File: src/rtl/seq_array_multiplier.sv
// Iterative WA x WB multiplier: one partial product per clock, LSB of b first,
// signed or unsigned per operation, start/busy/done handshake.
module seq_array_multiplier #(
    parameter int  WA = 7,
    parameter int  WB = 6,
    localparam int CW = $clog2(WB + 1)
) (
    input  logic              clk,
    input  logic              rst,
    input  logic              start,
    input  logic              t,
    input  logic [WA-1:0]     a,
    input  logic [WB-1:0]     b,
    output logic [WA+WB-1:0]  c,
    output logic              busy,
    output logic              done
);
    localparam int W = WA + WB;

    typedef enum logic {IDLE, RUN} state_t;

    state_t        state, state_next;
    logic [CW-1:0] cnt;
    logic          t_q;
    logic [W-1:0]  a_sh;
    logic [WB-1:0] b_sh;
    logic [W-1:0]  acc, acc_next;
    logic          accept, last;

    // Handshake: start is only accepted in IDLE; busy is high exactly while in RUN;
    // done pulses for one cycle on the edge that loads c.
    assign busy = (state == RUN);

    always_ff @(posedge clk or posedge rst) begin
        if (rst) state <= IDLE;
        else     state <= state_next;
    end

    always_comb begin
        state_next = state;
        accept     = 1'b0;
        last       = 1'b0;
        acc_next   = acc;
        case (state)
            IDLE: begin
                if (start) begin
                    accept     = 1'b1;
                    state_next = RUN;
                end
            end
            RUN: begin
                last = (cnt == CW'(WB - 1));
                // The top bit of a signed multiplier carries negative weight.
                if (b_sh[0]) acc_next = (last && t_q) ? acc - a_sh : acc + a_sh;
                if (last) state_next = IDLE;
            end
            default: state_next = IDLE;
        endcase
    end

    always_ff @(posedge clk or posedge rst) begin
        if (rst) begin
            cnt  <= '0;
            t_q  <= 1'b0;
            a_sh <= '0;
            b_sh <= '0;
            acc  <= '0;
            c    <= '0;
            done <= 1'b0;
        end else begin
            done <= 1'b0;
            if (accept) begin
                t_q  <= t;
                a_sh <= {{WB{t & a[WA-1]}}, a};
                b_sh <= b;
                acc  <= '0;
                cnt  <= '0;
            end else if (state == RUN) begin
                acc  <= acc_next;
                a_sh <= a_sh << 1;
                b_sh <= b_sh >> 1;
                cnt  <= cnt + CW'(1);
                if (last) begin
                    c    <= acc_next;
                    done <= 1'b1;
                end
            end
        end
    end
endmodule

File: config.mk
export PLATFORM = sky130hd
export DESIGN_NAME = seq_array_multiplier
export DESIGN_NICKNAME = d
export VERILOG_FILES = /design/src/rtl/seq_array_multiplier.sv
export SDC_FILE = /design/constraint.sdc
export NUM_CORES = 1
export LEC_CHECK = 0
export ABC_AREA = 1
export CAP_MARGIN = 20
export CORE_ASPECT_RATIO = 0.75
export CORE_MARGIN = 2
export CORE_UTILIZATION = 50
export DETAILED_ROUTE_END_ITERATION = 8
export MAX_ROUTING_LAYER = met4
export PLACE_DENSITY = 0.71
export SYNTH_ARGS = -nofsm -noshare
export SYNTH_HDL_FRONTEND = slang
export SYNTH_SLANG_ARGS = --single-unit
File: constraint.sdc
create_clock -name clk -period 5.98 [get_ports clk]
set_input_delay 1.495 -clock clk [delete_from_list [all_inputs] [get_ports clk]]
set_output_delay 1.495 -clock clk [all_outputs]
set_load 0.005 [all_outputs]
# [Yosys cells after proc, flatten, opt, wreduce, memory -nomap -nowiden]
# Index checks and enable logic that the tools add are counted.
[op_classes] addsub=3 eq_ne=1 muxes=18 bitwise_logic=3 reduce_logical=3
[ops] operator="$mux 13" count=6
[ops] operator="$add 13x13->13" count=1
[ops] operator="$sub 13x13->13" count=1
[ops] operator="$mux 6" count=2
[ops] operator="$mux 1" count=7
[ops] operator="$mux 3" count=2
[ops] operator="$add 3x1->3 const B" count=1
[ops] operator="$eq 3x3->1 const B" count=1
[ops] operator="$reduce_and 3->1" count=1
[ops] operator="$not 1->1" count=2
[ops] operator="$pmux 1 s2" count=1
[ops] operator="$reduce_bool 2->1" count=1
[ops] operator="$and 1x1->1" count=1
[ops] operator="$logic_and 1x1->1" count=1
[totals] regBits=51 in_bits=17 out_inout_bits=15 wordCells=36

# [Longest topological paths before layout]
[logic_depth] depth_word=6 depth_mapped=21 ltp_nobuf=21

# [Least setup slack after synthesis]
# Ideal clock, no wire load.
[synth_path] path_kind="register -> register" startpoint="register cnt[0]" endpoint="register acc[6]" setup_time_ns=0.133 arrival_ns=2.418 required_ns=5.847 slack_ns=3.429 stages_incl_launch_ff=15 path_buffers=0 synth_period_minus_slack_ns=2.551 path_cell_list="dfrtp_1 ha_1 nand3_4 inv_1 or2_2 xor2_1 inv_1 ha_1 a21oi_2 nand2_1 a21oi_2 xor2_1 nand2_1 o21ai_0 o21ai_1"
[synth_between] elab_chain_cells=6
[synth_rtl] element="start: declaration" line="23" text="logic [CW-1:0] cnt;"
[synth_rtl] element="start signal: assignment" line="82" text="cnt <= cnt + CW'(1);"
[synth_rtl] element="$eq 3x3->1" line="52" text="last = (cnt == CW'(WB - 1));"
[synth_rtl] element="$logic_and 1x1->1" line="54" text="if (b_sh[0]) acc_next = (last && t_q) ? acc - a_sh : acc + a_sh;"
[synth_rtl] element="$mux 13 (2 in a row)" line="54"
[synth_rtl] element="$mux 13" line="78" text="end else if (state == RUN) begin"
[synth_rtl] element="$mux 13" line="72" text="if (accept) begin"
[synth_rtl] element="end signal: assignment" line="79" text="acc <= acc_next;"
[synth_rtl] element="end: declaration" line="27" text="logic [W-1:0] acc, acc_next;"
# Every way passes these cells. The select of a mux whose other input is x is not followed.
# A chain may end at the register's enable or synchronous reset.

# [Worst setup path in the final report]
[layout_path] startpoint="input start" endpoint="register a_sh[11]"
[layout_between] elab_chain_cells=3 word_cells_on_any_way=4 cone_classes="mux (3); reduce/logical (1)"
[layout_rtl] element="start: declaration" line="10" text="input logic start,"
[layout_rtl] element="$mux 1 *" line="46" text="if (start) begin"
[layout_rtl] element="$mux 1 *" line="44" text="case (state)"
[layout_rtl] element="$mux 13 / $reduce_bool 2->1 (equally long branches)"
[layout_rtl] element="end signal: assignment" line="74" text="a_sh <= {{WB{t & a[WA-1]}}, a};"
[layout_rtl] element="end signal: assignment" line="80" text="a_sh <= a_sh << 1;"
[layout_rtl] element="end: declaration" line="25" text="logic [W-1:0] a_sh;"
# Every way passes the cells marked *; elsewhere a longest branch is shown, timed or not.

==> results.toml <==
[logic_synthesis]
synth-main-ff-cell = "dfrtp_1"
synth_adder_area_share = 0.0652
synth_area_leaders = "dfrtp_1 (40%), nand2_1 (11%), inv_1 (7.0%)"
yosysMostFrequentCell = "nand2_1"
synth.avg_cell_area_um2 = 8.12
synthDistinctLibCells = 38
synth-seq-area-share = 0.401
synthMuxAreaShare = 0
syn-num-nets = 425
synth_compound_area_frac = 0.149
yosys.area.top_type = "dfrtp_1"
yosysWarnings = 0
yosys.area_share.simple = 0.253
synth_edf_count = 0
synthArstFlopShare = 1.00
netlist.area_leader.share = 0.401
yosys-top-cells-count = "nand2_1 (91), inv_1 (59), dfrtp_1 (51)"
synthXorXnorAreaFrac = 0.0358
ys_ff_latch = 51
synth_cells = 392
syn_area_um2 = 3180
synth_top_family_by_area = "simple AND/OR/NAND/NOR gates"

[floorplan]
core_area_um2 = 6220
rows = 25
fp.dieH_um = 73.1
dieArea_um2 = 7030
initial_core_util = 0.512
io_pins = 32
die_x_um = 96.2

[clocking]
post_cts_resized = 0
clock-sinks = 51
root_buffer = "clkbuf_8"
cts_setup_buffers = 0
htree_levels = 2
postCtsHoldBufs = 0
clkTransAtPathRegs_ns = 0.11
insertion_delay_ns = 0.31
numCtsBuffers = 5
cts_tree = "yes"
cts.path.max_buffers = 2

[detailed_routing]
first_iter_violations = 173
viasPerCell = 5.33
firstDrtPassIters = 5
ant_nets = 0
routed_wl_um = 6990
drc = 0
vias = 2679
wire_per_inst_um = 13.9

[global_routing]
grt_max_degree = 52
grt_use_total = 0.230
overflow = 0
first_global_vias = 2558
antenna_found_initial = 0
grt_first_pass_wirelength_um = 12200

[worst_setup_path]
rrSetupSlack_ns = 3.00
end_kind = "flip-flop"
crit_required_ns = 6.17
path_class = "input pin to flip-flop"
start_kind = "input pin"
r2r-end = "c[11]"
reg2regPathDepth = 14
crit_arrival_ns = 3.41
r2r-start = "cnt[0]"
startpoint = "start"
crit_end = "a_sh[11]"
crit_fanout = 16

[place]
numPortBuffers = 31
dp_cells = 494
place_congestion = 0.917
hpwl_um = 5250

[min_path]
hold_path_class = "flip-flop to flip-flop"

[run]
maxCapViolations = 0

[timing]
finalCritPeriodShare = 0.539
finClkSkew_ns = 0.0153
tns_ns = 0
min_period_ns = 3.22
finalHoldViolations = 0
slew_viol_final = 0
final-setup-viol-count = 0
hold_ws_ns = 0.493
worst_slew_pin_slew_ns = 0.880
relSlewSlack = 0.411
rsz0062_at_grt = "false"
max_freq_mhz = 310

[finish]
antenna_cells = 0
nNetsFinal = 454
fin_util = 0.586
synthToLayoutAreaGrowth_pct = 14.5
layout-drive-gt1-share = 0.104
final_cells = 503

[run_status]
status = "completed"
logic make-up after synthesis:
kind of cell / Yosys count
AOI/OAI and AO/OA: 73
xor gates and xnor gates: 13
adders and majority gates: 16
buffers and inverters: 75
DFF: 51
and+or+nand+nor: 164
metal layers:
layer	up-vias	routed length [um]	global-route usage
met2	53	2960	0.326
met4	0	58	0.0476
met1	1258	3600	0.348
met5	-	0	-
li1	1362	-	-
met3	6	380	0.0382
through the flow:
| stage | area (um^2) | setup WS (ns) |
|---|---|---|
| global placement | 3530 | 2.48 |
| floorplan | 3180 | 3.26 |
| CTS | 3630 | 2.77 |
| finish | 3650 | 2.76 |
| detailed placement | 3530 | 2.46 |
| global route | 3650 | 2.57 |
placed cells by master, fill, tap and decap left out, types with 4 or more instances in the layout:
cell              n
ha_1             15
nand3_1          24
dfrtp_1          51
inv_1            58
xor2_1           13
nand3_2           4
a21oi_1           9
o21ai_0          15
nor2_1           15
o21ai_1          14
nand2_1          91
nand4_1           6
clkdlybuf4s50_1  31
clkbuf_8          5
o221ai_1         17
inv_2             5
o22ai_1           4
nand2_2           7
cell type report:
cell class | instances | area (um^2)
inverter | 65 | 244
tap | 81 | 101
sequential | 51 | 1280
clock buffer | 5 | 68.8
clock inverter | 3 | 22.5
fill | 566 | 2580
timing repair buffer | 32 | 330
multi-input combinational | 266 | 1600
flip-flops by register name (all words and copies together), names as in the netlist:
register,flops
c,13
done,1
acc,13
a_sh,13
b_sh,6
cnt,3
t_q,1
busy,1
worst max-delay path, cell delays in order:
cell and delay (ns):
clkdlybuf4s50_1 0.58, inv_1 0.06, nor2_1 0.67, nand3_1 0.42
o221ai_1 0.19
how the worst min path moves through the flow:
stage / from / end / slack (ns) / cells past startpoint
6_report: c[11] / c[11] / 0.49 / 2
5_1_grt: c[9] / c[9] / 0.52 / 2
4_1_cts: c[11] / c[11] / 0.50 / 2
3_5_place_dp: c[8] / c[8] / 0.47 / 2
3_3_place_gp: c[11] / c[11] / 0.47 / 2
2_1_floorplan: acc[8] / acc[8] / 0.47 / 2
Power is left out: the tool's default activity adds up to more than one toggle a clock period on the data nets, which glitch-free logic cannot reach.
